**src/rtl/instruction_fetch.sv**
```systemverilog
// instruction_fetch: MIPS fetch stage.
// Owns the program counter, drives the word address to a combinational-read
// instruction memory, and captures the returned word into the IF/ID register.
// Handles stall, flush and branch/jump redirect, and stops on an out-of-range PC.
// Optional feature macro: BRANCH_DELAY_SLOT_EN
//   defined   - a redirect in RUN still captures the instruction at the current
//               PC as the delay slot (when that PC is in range).
//   undefined - a redirect squashes the sequential instruction.
//
// state | meaning
// ------+--------------------------------------------------------------
// RUN   | fetching; PC advances by one word per unstalled cycle
// FAULT | PC left the memory; fetch halted until an in-range redirect
module instruction_fetch #(
  parameter int unsigned MEM_SIZE = 256,
  parameter logic [31:0] RESET_PC = 32'h0000_0000
) (
  input  logic        clk,
  input  logic        reset,
  output logic [31:0] PC,
  input  logic [31:0] instruction_in,
  input  logic        stall,
  input  logic        flush,
  input  logic        redirect_valid,
  input  logic [31:0] redirect_pc,
  output logic [31:0] if_instr,
  output logic [31:0] if_pc,
  output logic        if_valid,
  output logic        fetch_fault,
  output logic [31:0] fetch_count
);

  localparam logic [31:0] MEM_LIMIT = 32'(MEM_SIZE);

  typedef enum logic {
    RUN   = 1'b0,
    FAULT = 1'b1
  } state_t;

  state_t      state_q;
  state_t      state_d;
  logic [31:0] pc_d;
  logic [31:0] instr_d;
  logic [31:0] ipc_d;
  logic [31:0] count_d;
  logic        valid_d;
  logic        capture;
  logic        pc_in_range;
  logic        target_in_range;

  assign pc_in_range     = (PC < MEM_LIMIT);
  assign target_in_range = (redirect_pc < MEM_LIMIT);

  // fault flag is a pure decode of the registered state, so it has no input path
  assign fetch_fault = (state_q == FAULT);

  // State register
  always_ff @(posedge clk or posedge reset) begin
    if (reset) begin
      state_q <= RUN;
    end else begin
      state_q <= state_d;
    end
  end

  // PC, IF/ID register and capture counter
  always_ff @(posedge clk or posedge reset) begin
    if (reset) begin
      PC          <= RESET_PC;
      if_instr    <= 32'h0;
      if_pc       <= 32'h0;
      if_valid    <= 1'b0;
      fetch_count <= 32'h0;
    end else begin
      PC          <= pc_d;
      if_instr    <= instr_d;
      if_pc       <= ipc_d;
      if_valid    <= valid_d;
      fetch_count <= count_d;
    end
  end

  // Next-state and datapath decisions; priority redirect > flush > stall > normal
  always_comb begin
    state_d = state_q;
    pc_d    = PC;
    instr_d = if_instr;
    ipc_d   = if_pc;
    valid_d = if_valid;
    count_d = fetch_count;
    capture = 1'b0;

    case (state_q)
      RUN: begin
        if (redirect_valid) begin
          pc_d = redirect_pc;
`ifdef BRANCH_DELAY_SLOT_EN
          // an out-of-range delay slot is dropped silently; the fault is
          // judged later against the redirected PC
          if (pc_in_range) begin
            capture = 1'b1;
          end else begin
            valid_d = 1'b0;
          end
`else
          valid_d = 1'b0;
`endif
        end else if (flush) begin
          // PC holds so the squashed address is refetched next cycle
          valid_d = 1'b0;
        end else if (!stall) begin
          if (pc_in_range) begin
            capture = 1'b1;
            pc_d    = PC + 32'd1;
          end else begin
            state_d = FAULT;
            valid_d = 1'b0;
          end
        end
      end

      FAULT: begin
        valid_d = 1'b0;
        if (redirect_valid) begin
          pc_d = redirect_pc;
          if (target_in_range) begin
            state_d = RUN;
          end
        end
      end

      default: begin
        state_d = RUN;
      end
    endcase

    if (capture) begin
      instr_d = instruction_in;
      ipc_d   = PC;
      valid_d = 1'b1;
      count_d = fetch_count + 32'd1;
    end
  end

endmodule
```
**config.mk**
```make
export PLATFORM = sky130hd
export DESIGN_NAME = instruction_fetch
export DESIGN_NICKNAME = d
export VERILOG_FILES = /design/src/rtl/instruction_fetch.sv
export SDC_FILE = /design/constraint.sdc
export NUM_CORES = 1
export LEC_CHECK = 0
export BUFFER_PORTS_ARGS = -buffer_cell sky130_fd_sc_hd__buf_2
export CAP_MARGIN = 5
export CORE_ASPECT_RATIO = 0.6
export CORE_UTILIZATION = 35
export DETAILED_ROUTE_END_ITERATION = 6
export PLACE_DENSITY = 0.61
export SYNTH_ARGS = -nofsm -noshare
export SYNTH_HDL_FRONTEND = slang
export SYNTH_SLANG_ARGS = --single-unit
```
**constraint.sdc**
```tcl
create_clock -name clk -period 5.1 [get_ports clk]
set_input_delay 1.02 -clock clk [delete_from_list [all_inputs] [get_ports clk]]
set_output_delay 1.02 -clock clk [all_outputs]
set_load 0.05 [all_outputs]
```
==> metrics.txt, run 1 <==
crit-path cells buf_2 > nor2_1 > nand4_1 > nor4_4 > nand3_1 > xnor2_1; Seq pwr share 43.3%; Routed Antenna Nets 0; I/O pin count ~200; synth warn 0; Final #Nets around 700; VDD IR max 0.175 mV; hold wc startpoint if_instr[19]; Hold WS 487 ps; overflow left after global routing 0; Clk pwr share approximately half; sw frac 26.5%; PostCTS Resize Cnt 0; register area share after synthesis 59.9%; Final Total Pwr 2.53 mW; final hold violations 0; beginning of the critical path redirect_valid; htree depth 4; Finished Cell Area approximately 7000 um2; Via density just under 5; Top delay family on crit path simple AND/OR/NAND/NOR gates; f_max 347 MHz; endpoint class of the critical path register; Post-CTS Hold Buffers 0; Comb pwr share 8.6%; CP max FO 42; layout cell share with drive strength beyond 1 47.3%; CP Class in -> reg; worst path bufs/invs 1; status finished clean; Port Buffers 198; Synth Area per Inst 12.8 um2; Worst-path clk slew 60 ps; first-pass GRT wire length 22000 um; Starting DRT DRC Count about 200; CP max stage delay approximately 700 ps; CP Launch Type input pin; Worst EP required 5390 ps; Wirelength per Cell 16.3 um; final wirelength between 10000 and 15000 um; unrepaired setup endpoints after global routing no; Rows 34; pwr dens about 350 nW/um2; most frequent cells in the layout 198 x buf_2, 130 x dfrtp_1, 57 x mux2_2; Clock Sinks 130; Post-DP HPWL 9850 um; r2r startpoint PC[12]; crit path time final 2880 ps; Final setup viols 0; dpl cell area between 6000 and 7000 um2; period utilisation layout 56.6%; Net Sw Power 0.671 mW; Worst-Margin Slew slightly below 800 ps; Yosys cell types 41; Fin Setup TNS 0 ps; CORE AREA approximately 15000 um2; largest net degree at the start of global routing 51; CTS buffer count 17; Die X 163 um; Max-Cap Viols 0; Synth Cell Area 5430 um2; crit path DAT 3170 ps; 1st-pass router iterations 4; GP Congestion 0.856; Max Buffers Root-to-Sink 2; Final Util 48.7%; Pleak about 3.8 nW; antenna violations before repair 2; Die Ht 98.5 um; Vias 4146; post-synth net total 494; CTS tree built; Mapped Cells ~420; Hold WC Path Type reg -> reg; Die ar. 16000 um2; Seq cells post-synth 130; Worst path slowest cell nor2_1; clock latency on the worst-skew pair 410 ps; DRC Markers 0; Setup Skew 12.4 ps; Syn-to-layout area delta 32.9%; worst relative slew slack 47.2%; post-CTS setup buffers 0; commonest non-fill, non-tap cell in the layout buf_2; internal power 1.86 mW; GRT Util Overall 17.6%; clk root buf clkbuf_16; Starting Density between 30% and 40%; Slew Viols, Final 0; vias in the first global route 4155
layout make-up:
class,count,area (um2)
Antenna cell,1,2.50
Clock buffer,19,443
Clock inverter,13,151
Fill cell,1329,7590
Inverter,7,28.8
Multi-Input combinational cell,269,2070
Sequential cell,130,3250
Tap cell,198,248
Timing Repair Buffer,202,1020
state kept, by name (all words and copies together) (netlist names):
name and flops:
PC 32, if_valid 1, fetch_count 32, fetch_fault 1
if_pc 32, if_instr 32
Yosys cell counts:
| library cell | count | area, um2 |
|---|---|---|
| nand4_1 | 19 | 119 |
| nand4_4 | 1 | 21.3 |
| inv_1 | 7 | 26.3 |
| o31ai_1 | 1 | 7.51 |
| o21bai_1 | 1 | 7.51 |
| or2_2 | 1 | 6.26 |
| a22oi_1 | 1 | 7.51 |
| nor3_1 | 6 | 30.0 |
| and4_1 | 7 | 61.3 |
| buf_1 | 3 | 11.3 |
| a31oi_1 | 2 | 12.5 |
| o22a_1 | 1 | 8.76 |
| nor4b_1 | 1 | 8.76 |
| a21bo_2 | 1 | 10.0 |
| and3_1 | 6 | 37.5 |
| buf_2 | 5 | 25.0 |
| a32oi_1 | 1 | 8.76 |
| o22ai_1 | 2 | 12.5 |
| and2_1 | 1 | 6.26 |
| nor3_4 | 1 | 16.3 |
| mux2i_1 | 3 | 30.0 |
| dfrtp_1 | 130 | 3250 |
| buf_4 | 3 | 22.5 |
| nor2b_1 | 24 | 150 |
| xor2_1 | 2 | 17.5 |
| nor4_1 | 8 | 50.1 |
| clkbuf_1 | 6 | 22.5 |
| a211oi_1 | 1 | 7.51 |
| nor4_4 | 2 | 42.5 |
| nor4_2 | 6 | 75.1 |
| o21ai_0 | 7 | 35.0 |
| ha_1 | 2 | 25.0 |
| nand3_1 | 21 | 105 |
| xnor2_1 | 30 | 263 |
| mux2_1 | 3 | 33.8 |
| nor2_1 | 18 | 67.6 |
| a21oi_1 | 8 | 40.0 |
| o32a_1 | 1 | 10.0 |
| nand4b_1 | 1 | 8.76 |
| nand2_1 | 22 | 82.6 |
| mux2_2 | 57 | 642 |
metal layers:
metal  track usage, %  vias to the layer above  wire [um]
met5                0                        -          0
met4             5.39                        0        150
met3             5.35                       15       1100
met2             25.5                      143       5780
met1             25.2                     2061       6620
li1                 -                     1927          -
cell families after synthesis:
logic type / Yosys count / synth area share (%)
mux: 63 / 13.0
buf+inv: 24 / 1.98
fa+ha+maj: 2 / 0.461
flops: 130 / 59.9
xor+xnor: 32 / 5.16
simple gates: 145 / 16.4
compound gates: 27 / 3.09
final timing paths:
check,to,slack (ps),depth (start not counted)
worst min-delay path,if_instr[19],490,1
min in group asynchronous,fetch_count[26],650,2
worst max-delay path,fetch_count[16],2220,6
worst max register to register,if_instr[14],2500,5
max in group asynchronous,PC[24],3380,3
worst min register to register,if_instr[19],490,1
stage by stage:
stage,worst slack (ps),std cells
after floorplan,611,423
after global placement,1800,806
after detailed placement,1770,806
after CTS,2230,838
after global routing,2010,838
final,2220,839
power by group through the flow:
stage / combinational [mW] / sequential (mW) / clock, mW
after detailed placement: 0.221 / 1.11 / 0
after global placement: 0.218 / 1.11 / 0
after global routing: 0.234 / 1.10 / 1.30
after floorplan: 0.0578 / 1.19 / 0
after CTS: 0.222 / 1.10 / 1.25
final: 0.219 / 1.10 / 1.22
worst reg2reg max path, stage by stage (launching register included):
cell     delay (ps)
dfrtp_1         430
nor4_2          550
nand3_1         390
nor3_4          220
buf_4           470
mux2_2          420
Power figures use the tool's default switching activity.
==> inputs of run 2 (changes only) <==
--- a/config.mk
+++ b/config.mk
@@ -10,7 +10,7 @@
 export CORE_ASPECT_RATIO = 0.6
 export CORE_UTILIZATION = 35
 export DETAILED_ROUTE_END_ITERATION = 6
-export PLACE_DENSITY = 0.61
+export PLACE_DENSITY = 0.63
 export SYNTH_ARGS = -nofsm -noshare
 export SYNTH_HDL_FRONTEND = slang
 export SYNTH_SLANG_ARGS = --single-unit
==> constraint.sdc (replaced) <==
create_clock -name clk -period 2.55 [get_ports clk]
set_input_delay 0.51 -clock clk [delete_from_list [all_inputs] [get_ports clk]]
set_output_delay 0.51 -clock clk [all_outputs]
set_load 0.05 [all_outputs]
==> run 2 against run 1 <==
Sequential share of layout area shrank 0.29 points. Design area grew 0.64%. Non-clock buffer count grew 9. Clock skew shrank 1.0 ps. First-iteration DRC count grew 20%. Total power grew 91%. Cell count grew 0.95%. Register-to-register slack lost 2200 ps. Combinational power grew 110%. Core utilization grew 0.31 points. Global-route usage grew 0.43 points. Largest cell class unchanged.
==> metrics.txt, run 2 (same netlist as run 1, synthesis figures left out) <==
CORE AREA 14800 um2; Slew Viols, Final 0; Starting DRT DRC Count about 240; Final #Nets 707; clk root buf clkbuf_16; Wirelength per Cell 16.5 um; endpoint class of the critical path register; commonest non-fill, non-tap cell in the layout buf_2; Post-DP HPWL around 10000 um; Vias approximately 4100; Net Sw Power 1.32 mW; Hold WC Path Type in -> async; first-pass GRT wire length between 20000 and 25000 um; CTS buffer count 17; Post-CTS Hold Buffers 0; final hold violations 0; CP Launch Type register; Setup Skew 11.3 ps; Clock Sinks 130; CP Class reg -> reg; Worst-Margin Slew approximately 610 ps; htree depth 4; GP Congestion 0.875; Rows 34; Comb pwr share 9.4%; 1st-pass router iterations 5; crit path DAT around 2500 ps; Fillers 1361; largest net degree at the start of global routing 56; Die X 163 um; setup slack after layout 341 ps; period utilisation layout 86.6%; Pleak approximately 3.8 nW; antenna violations before repair 0; Via density 4.90; GRT Util Overall between 10% and 20%; vias in the first global route ~4100; Max Buffers Root-to-Sink 2; overflow left after global routing 0; Max-Cap Viols 0; Die ar. approximately 16000 um2; Port Buffers about 200; I/O pin count around 200; Clk pwr share 45.3%; PostCTS Resize Cnt 0; # diodes 0; status finished clean; Starting Density around 37%; r2r endpoint fetch_count[31]; worst relative slew slack 59.5%; crit path time final 2210 ps; dpl ws 356 ps; pwr dens between 600 and 700 nW/um2; unrepaired setup endpoints after global routing no; r2r startpoint PC[12]; most frequent cells in the layout 198 x buf_2, 130 x dfrtp_1, 57 x mux2_2; Routed Antenna Nets 0; internal power roughly 3.5 mW; sw frac 27.4%; Worst-path clk slew 60 ps; Syn-to-layout area delta 33.8%; R2R Setup Slk 340 ps; CTS tree built; FF-to-FF path depth 7; Die Ht 98.5 um; DRC Markers 0; clock latency on the worst-skew pair 410 ps; layout cell share with drive strength beyond 1 between 40% and 50%; VDD IR max 0.378 mV; f_max 453 MHz; Worst EP required 2840 ps; Fin Setup TNS 0 ps; Final setup viols 0; post-CTS setup buffers 0; final wirelength approximately 14000 um; CP max FO 9; Seq pwr share 45.3%
[run 2: worst max-delay path by stage]
stage           start               to  slack (ps)
2_1_floorplan  PC[20]     if_instr[23]         320
3_3_place_gp    stall  fetch_count[31]         340
3_5_place_dp    stall  fetch_count[31]         360
4_1_cts        PC[12]  fetch_count[31]         350
5_1_grt        PC[12]  fetch_count[31]         150
6_report       PC[12]  fetch_count[31]         340
[run 2: final cells by class]
cell class	instances	area [um2]	share of cell area, %
clock inverters	13	104	1.43
flip-flops and latches	130	3250	44.8
repair buffers	211	1130	15.5
inverters	7	30.0	0.414
well taps	198	248	3.41
multi-input cells	269	2070	28.5
clock buffers	19	433	5.96
[run 2: stage by stage]
stage | cells | util, % | instance area [um2] | total power, mW | hold WS [ps]
floorplan | 423 | - | 5430 | 2.50 | 583
global placement | 815 | 45.4 | 6720 | 2.67 | 467
detailed placement | 815 | 45.4 | 6720 | 2.68 | 471
CTS | 847 | 49.0 | 7260 | 4.89 | 139
global route | 847 | 49.0 | 7260 | 5.03 | 165
finish | 847 | 49.0 | 7260 | 4.83 | 143
[run 2: power groups by stage]
stage	clock network (mW)	logic, mW	registers, mW
4_1_cts	2.25	0.456	2.19
3_5_place_dp	0	0.455	2.22
5_1_grt	2.35	0.481	2.19
2_1_floorplan	0	0.116	2.39
6_report	2.19	0.452	2.19
3_3_place_gp	0	0.449	2.22
[run 2: routing by layer]
layer	up-vias	wire length (um)	share of wire, %	GRT usage, %
li1	1939	-	-	-
met2	160	5970	43	25.2
met3	12	981	7.0	4.71
met1	2038	6870	49	26.6
met5	-	0	0	0
met4	0	134	0.96	6.61
[run 2: critical path, stage by stage, from the launching register on]
cell     delay (ps)
dfrtp_1         420
nor4_2          410
nand3_1         280
buf_4           240
nor4_4          230
buf_4           200
nand4_1         140
xnor2_1         170
==> inputs of run 3 (changes only) <==
--- a/config.mk
+++ b/config.mk
@@ -10,6 +10,8 @@
 export CORE_ASPECT_RATIO = 0.6
 export CORE_UTILIZATION = 35
 export DETAILED_ROUTE_END_ITERATION = 6
+export GPL_TIMING_DRIVEN = 0
+export HOLD_SLACK_MARGIN = 0.1
 export PLACE_DENSITY = 0.63
 export SYNTH_ARGS = -nofsm -noshare
 export SYNTH_HDL_FRONTEND = slang
==> run 3 against run 2 <==
Clock skew down 2.1 ps. Die area did not move. Total power up 9.7%. Via count is 2.3% higher. Largest power group is now clock. Sequential share of layout area fell by 0.92 points.
==> metrics.txt, run 3 (same netlist as run 1, synthesis figures left out) <==
GP Congestion 0.880; Via density 4.95; CTS buffer count 17; CP Class reg -> reg; status finished clean; Seq pwr share 41.4%; final hold violations 0; Clock Sinks 130; GRT Util Overall roughly 18%; Slew Viols, Final 0; Worst EP required about 2800 ps; sw frac 25.0%; DRC Markers 0; Starting DRT DRC Count 279; first-pass GRT wire length about 22000 um; f_max 422 MHz; post-placement cell count about 800; Die Ht slightly below 100 um; Hold WS 122 ps; Wirelength per Cell 16.6 um; unrepaired setup endpoints after global routing no; Vias approximately 4200; Clk pwr share between 50% and 60%; Max-Cap Viols 0; pwr dens 715 nW/um2; clk root buf clkbuf_16; CP Launch Type register; I/O pin count between 150 and 200; Hold WC Path Type in -> async; CP max FO 10; clock latency on the worst-skew pair ~400 ps; # diodes 0; commonest non-fill, non-tap cell in the layout buf_2; final non-filler cell total 857; Post-DP HPWL 10500 um; Final #Nets 717; overflow left after global routing 0; endpoint class of the critical path register; Setup Skew between 9 and 10 ps; Comb pwr share 8.5%; Syn-to-layout area delta 36.6%; Die ar. 16000 um2; Final Util roughly 50%; VDD IR max roughly 0.43 mV; internal power between 3 and 4 mW; Max Buffers Root-to-Sink 2; Fin Setup TNS 0 ps; Die X 163 um; largest net degree at the start of global routing 45; antenna violations before repair 0; Routed Antenna Nets 0; Rows 34; 1st-pass router iterations 5; most frequent cells in the layout 203 x buf_2, 130 x dfrtp_1, 57 x mux2_2; crit path time final 2370 ps; CTS tree built; Net Sw Power 1.32 mW; vias in the first global route 4130; Final setup viols 0; dpl cell area around 6700 um2; Worst-Margin Slew 654 ps; crit path DAT ~2700 ps; CORE AREA 14800 um2; final wirelength 14200 um; layout cell share with drive strength beyond 1 approximately 48%; worst relative slew slack 56.1%; Worst-path clk slew ~60 ps; period utilisation layout 93.0%; htree depth 4; Starting Density around 37%; Port Buffers 198; Finished Cell Area 7410 um2; Pleak 3.87 nW
run 3: cell types whose count changed in the layout (fill, tap and decap cells not counted), moves of 4 or more:
cell,before,now
buf_2,198,203
bufinv_16,0,4
buf_4,10,6
clkbuf_1,2,7
run 3: timing repair:
action / CTS / global route
endpoints found under the setup margin: 26 / 90
resized for setup: 0 / 2
pin swaps: 2 / 2
buffers inserted: 2 / 1
cloned: 0 / 0
hold buffers: 0 / 0
run 3: worst max-delay path, stage by stage (launching register included):
cell and delay (ps):
dfrtp_1 440, nor4_2 490, nand4_4 310, nor3_4 210, buf_4 170, buf_2 260, mux2_2 370
run 3: final timing paths:
path	startpoint	end	slack, ps	depth (start not counted)
max in group asynchronous	reset	if_pc[1]	1630	4
min in group clk	flush	if_valid	310	2
worst min-delay path	reset	fetch_count[16]	120	2
worst min register to register	if_pc[2]	if_pc[2]	480	1
worst max-delay path	PC[30]	if_instr[29]	180	6
worst max register to register	PC[30]	if_instr[29]	180	6
run 3: area by class of cell:
type | instances | area [um2]
repair buffers | 204 | 1070
clock buffers | 21 | 470
multi-input cells | 269 | 2080
plain buffers | 17 | 81.3
clock inverters | 11 | 175
flip-flops and latches | 130 | 3250
fillers | 1316 | 7390
inverters | 7 | 30.0
well taps | 198 | 248
run 3: stage by stage:
stage	total power, mW	setup WS [ps]
2_1_floorplan	2.50	316
3_3_place_gp	2.66	-361
3_5_place_dp	2.68	-90.7
4_1_cts	5.36	0.293
5_1_grt	5.48	15.9
6_report	5.30	179
run 3: power groups by stage:
stage / Sequential, mW / Combinational, mW / Clock, mW
global placement: 2.22 / 0.436 / 0
finish: 2.19 / 0.452 / 2.65
CTS: 2.19 / 0.455 / 2.72
floorplan: 2.39 / 0.116 / 0
global route: 2.20 / 0.481 / 2.80
detailed placement: 2.22 / 0.454 / 0
run 3: per-layer routing:
layer	vias up	global-route usage (%)	wire length [um]
li1	1962	-	-
met1	2098	26.7	7030
met2	176	25.7	6070
met3	9	5.85	1070
met4	0	4.89	62
met5	-	0	0
